===== config.mk =====
export PLATFORM = sky130hd
export DESIGN_NAME = sll_iter_32bit
export DESIGN_NICKNAME = d
export VERILOG_FILES = /design/src/rtl/shift_pkg.sv /design/src/rtl/sll_stage.sv /design/src/rtl/sll_iter_32bit.sv
export SDC_FILE = /design/constraint.sdc
export NUM_CORES = 1
export LEC_CHECK = 0
export CAP_MARGIN = 20
export CORE_MARGIN = 2
export CORE_UTILIZATION = 50
export DETAILED_ROUTE_END_ITERATION = 16
export PLACE_DENSITY = 0.85
export SYNTH_ARGS = -nofsm -noshare
export SYNTH_HDL_FRONTEND = slang
export SYNTH_SLANG_ARGS = --single-unit

===== constraint.sdc =====
create_clock -name clk_i -period 6.7 [get_ports clk_i]
set_input_delay 1.34 -clock clk_i [delete_from_list [all_inputs] [get_ports clk_i]]
set_output_delay 1.34 -clock clk_i [all_outputs]
set_load 0.02 [all_outputs]

===== src/rtl/shift_pkg.sv =====
// Shared types and constants for the iterative 32-bit logical left shifter.
// Holds the FSM state enum, the datapath widths and the stage count.
package shift_pkg;

  localparam int XLEN     = 32;
  localparam int SHAMT_W  = 5;
  localparam int N_STAGES = 5;
  localparam int CNT_W    = 3;

  typedef enum logic [1:0] {
    S_IDLE  = 2'd0,
    S_SHIFT = 2'd1,
    S_DONE  = 2'd2
  } state_t;

endpackage


===== src/rtl/sll_stage.sv =====
// One conditional shift stage: o_data = i_en ? i_data << 2^i_k : i_data.
// Ports: i_data operand, i_en stage enable, i_k stage index, o_data result.
module sll_stage #(
  parameter int XLEN = 32,
  parameter int KW   = 3
) (
  input  logic [XLEN-1:0] i_data,
  input  logic            i_en,
  input  logic [KW-1:0]   i_k,
  output logic [XLEN-1:0] o_data
);

  logic [5:0] w_amt;

  assign w_amt  = 6'd1 << i_k;
  assign o_data = i_en ? (i_data << w_amt) : i_data;

endmodule


===== src/rtl/sll_iter_32bit.sv =====
// Iterative logical left shifter: one binary stage (16,8,4,2,1) per cycle.
// Ports: clk_i, rst_i (sync, high); valid_i/ready_o + a_i/shift_i request;
// valid_o/ready_i + s_o result; busy_o while SHIFT or DONE.
module sll_iter_32bit #(
  parameter int XLEN    = shift_pkg::XLEN,
  parameter int SHAMT_W = shift_pkg::SHAMT_W
) (
  input  logic               clk_i,
  input  logic               rst_i,
  input  logic               valid_i,
  output logic               ready_o,
  input  logic [XLEN-1:0]    a_i,
  input  logic [SHAMT_W-1:0] shift_i,
  output logic               valid_o,
  input  logic               ready_i,
  output logic [XLEN-1:0]    s_o,
  output logic               busy_o
);

  import shift_pkg::*;

  state_t             r_state;
  state_t             w_nxt;
  logic [XLEN-1:0]    r_data;
  logic [SHAMT_W-1:0] r_shamt;
  logic [CNT_W-1:0]   r_cnt;
  logic [XLEN-1:0]    r_s;
  logic [XLEN-1:0]    w_stage;
  logic               w_en;
  logic               w_acc;

  assign w_en  = r_shamt[r_cnt];
  assign w_acc = (r_state == S_IDLE) && valid_i;

  sll_stage #(
    .XLEN (XLEN),
    .KW   (CNT_W)
  ) u_stage (
    .i_data (r_data),
    .i_en   (w_en),
    .i_k    (r_cnt),
    .o_data (w_stage)
  );

  always_ff @(posedge clk_i) begin
    if (rst_i) r_state <= S_IDLE;
    else       r_state <= w_nxt;
  end

  always_comb begin
    w_nxt = r_state;
    unique case (r_state)
      S_IDLE:  if (valid_i)     w_nxt = S_SHIFT;
      S_SHIFT: if (r_cnt == '0) w_nxt = S_DONE;
      S_DONE:  if (ready_i)     w_nxt = S_IDLE;
      default:                  w_nxt = S_IDLE;
    endcase
  end

  // Counter saturates at 0: the last stage hands the result to r_s
  // instead of decrementing.
  always_ff @(posedge clk_i) begin
    if (rst_i) begin
      r_data  <= '0;
      r_shamt <= '0;
      r_cnt   <= '0;
      r_s     <= '0;
    end else if (w_acc) begin
      r_data  <= a_i;
      r_shamt <= shift_i;
      r_cnt   <= CNT_W'(N_STAGES - 1);
    end else if (r_state == S_SHIFT) begin
      r_data <= w_stage;
      if (r_cnt == '0) r_s   <= w_stage;
      else             r_cnt <= r_cnt - 1'b1;
    end
  end

  assign ready_o = (r_state == S_IDLE);
  assign valid_o = (r_state == S_DONE);
  assign busy_o  = (r_state != S_IDLE);
  assign s_o     = r_s;

endmodule


==> impl_metrics.tcl <==
set metrics [dict create \
    required_ns 6.92 \
    crit_end "r_data[17]" \
    dpl.hpwl_um 14600 \
    synth_warnings 0 \
    powerDensity_nw_per_um2 224 \
    most-common-layout-cells "clkdlybuf4s50_1 (74), dfxtp_1 (74), nor2_1 (59), nand2_1 (59), a21oi_1 (48)" \
    core_area_um2 10300 \
    ys_seq_area_share_pct 27.9 \
    wl_um 20500 \
    std_cell_rows 37 \
    worstMarginPinSlew_ns 1.01 \
    final_area_um2 6220 \
    async_reset_ff_share_pct 0 \
    post-cts-setup-buffers 0 \
    finalCritPeriodShare_pct 54.7 \
    diodes 0 \
    syn_nets 690 \
    peakVddDrop_mv 0.142 \
    arrival_ns 3.89 \
    io_pins 76 \
    syn2layout_area_growth_pct 17.3 \
    initial_utilization_pct 51.4 \
    via_count 5751 \
    status "finished, final reports clean" \
    power.total_mw 1.39 \
    synthFlopType "dfxtp_1" \
    final_net_count 724 \
    syn_area_um2 5300 \
    via_per_inst 7.02 \
    post_synth.cell_area_avg_um2 8.23 \
    combPwrFrac_pct 34.3 \
    maxCapViolCount 0 \
    fin_crit_ns 3.66 \
    grt_pass1_wl_um 31500 \
    r2r_start "r_cnt[0]" \
    worst_r2r_endpoint "r_data[17]" \
    crit_path_start "r_cnt[0]" \
    critical_path_class "reg -> reg" \
    internal_power_mw 0.848 \
    maxSlewHeadroom_pct 32.9 \
    post-place-ws_ns 2.93 \
    port_buffers 75 \
    swShare_pct 39.1 \
    syn-instance-count 644 \
    antenna_found_initial 0 \
    postCtsHoldBufs 0 \
    cts_tree "done" \
    cts_made_buffers 9 \
    die_area_um2 11400 \
    ant_nets 0 \
    dr.pass1.iters 6 \
    skew_ns 0.0117 \
    cts_root_buf "clkbuf_8" \
    cts.repair.resized 0 \
    hold_viol 0 \
    rrSetupSlack_ns 3.04 \
    synth_edf_count 0 \
    drive_above_1_share_pct 9.08 \
    yosysUniqueCellTypes 75 \
    ctsHtreeMaxLevel 3 \
    drv_slew 0 \
    synth.top_cell.area_share_pct 27.9 \
    drt_iter0_drc 672 \
    clockPowerShare_pct 27.5 \
    cts_buffer_depth 2 \
    drc 0 \
    placed_area_um2 5990 \
    hold_start "s_o[5]" \
    grt_pass1_vias 5480 \
    cts_sinks 74 \
    setup_tns_ns 0 \
    power_frac_seq_pct 38.2 \
    yosysTopAreaCell "dfxtp_1" \
    endpoint_kind "register" \
    grt_remaining_overflow 0 \
    critPathLaunchType "register" \
    worstPathMaxFanout 24 \
    p_sw_mw 0.544 \
    power_leakage_nw 2.17 \
    worst_r2r_path_depth 7 \
    place_congestion 1.02 \
    fmax_mhz 273 \
    synth_area_leaders "dfxtp_1 (28%), mux4_2 (6.4%), a22oi_1 (5.7%)" \
    layout_setup_ws_ns 3.04 \
    rsz0062_at_grt "no" \
    clkTransAtPathRegs_ns 0.09 \
    avgRoutedWirePerCell_um 25.0 \
    min_path_type "reg -> reg" \
    grt_max_degree 76 \
    grt_use_total_pct 36.2 \
    fp.dieW_um 107 \
    clk_latency_ns 0.37 \
    die_y_um 107 \
    setup_viol 0 \
    synth_seq_cells 74 \
]
==> cells in the mapped netlist, types with 9 or more instances <==
cell / instances
o21ai_0: 20
nor2_1: 60
a22oi_1: 40
mux4_2: 15
clkbuf_1: 31
dfxtp_1: 74
a2bb2oi_1: 9
a31oi_1: 10
nor3_1: 19
a21oi_1: 48
o22ai_1: 13
nor2b_1: 9
nand2_1: 59
a211oi_1: 25
buf_2: 18
mux2i_1: 29
==> metrics by stage <==
step / cells / hold WS (ns) / utilization, %
floorplan: 644 / 0.433 / -
global placement: 802 / 0.442 / 58.0
detailed placement: 802 / 0.451 / 58.0
CTS: 818 / 0.466 / 60.0
global route: 819 / 0.496 / 60.2
finish: 819 / 0.462 / 60.2
==> metal layers <==
metal / global-route usage, % / share of wire (%)
met2: 55.6 / 45
met4: 19.5 / 5.1
met3: 6.14 / 9.1
met1: 48.5 / 41
met5: 0 / 0
==> critical path, stage by stage, from the launching register on <==
cell	delay, ns
dfxtp_1	0.48
ha_1	0.80
nand2b_1	0.78
mux4_2	0.49
mux2i_1	0.36
a22oi_1	0.21
a22oi_1	0.27
o22ai_1	0.13
==> worst min path at each step <==
stage / depth (start not counted) / slack (ns) / end
after detailed placement: 2 / 0.45 / s_o[5]
after global placement: 2 / 0.44 / r_shamt[2]
after floorplan: 2 / 0.43 / r_shamt[2]
after CTS: 2 / 0.47 / s_o[18]
final: 2 / 0.46 / s_o[5]
after global routing: 2 / 0.50 / r_shamt[3]
==> sequential cells by signal (all words and copies together), names as in the netlist <==
signal,cells
r_data,32
r_shamt,5
s_o,32
r_state,2
r_cnt,3
==> power by group through the flow <==
| stage | registers [mW] | logic (mW) | clock network, mW |
|---|---|---|---|
| floorplan | 0.531 | 0.302 | 0 |
| global placement | 0.538 | 0.456 | 0 |
| detailed placement | 0.538 | 0.461 | 0 |
| CTS | 0.528 | 0.463 | 0.380 |
| global route | 0.534 | 0.508 | 0.396 |
| finish | 0.532 | 0.477 | 0.383 |
==> cell families (layout without fill, tap and decap cells) <==
| logic type | after synthesis | count (layout) | share of synthesized area, % |
|---|---|---|---|
| AO/OA/AOI/OAI | 249 | 249 | 33.4 |
| XOR/XNOR | 1 | 1 | 0.165 |
| adder cells (fa/ha/maj) | 5 | 5 | 1.18 |
| buffers and inverters | 71 | 110 | 6.58 |
| flip-flops | 74 | 74 | 27.9 |
| multiplexers | 49 | 49 | 12.9 |
| AND/OR/NAND/NOR | 195 | 195 | 17.8 |
==> layout make-up <==
type	count	area, µm²
Inverter	9	33.8
Multi-Input combinational cell	499	3490
Tap cell	136	170
Timing Repair Buffer	85	833
Clock inverter	7	82.6
Clock buffer	9	124
Sequential cell	74	1480
Fill cell	933	4110
(Power assumes the default switching activity.)
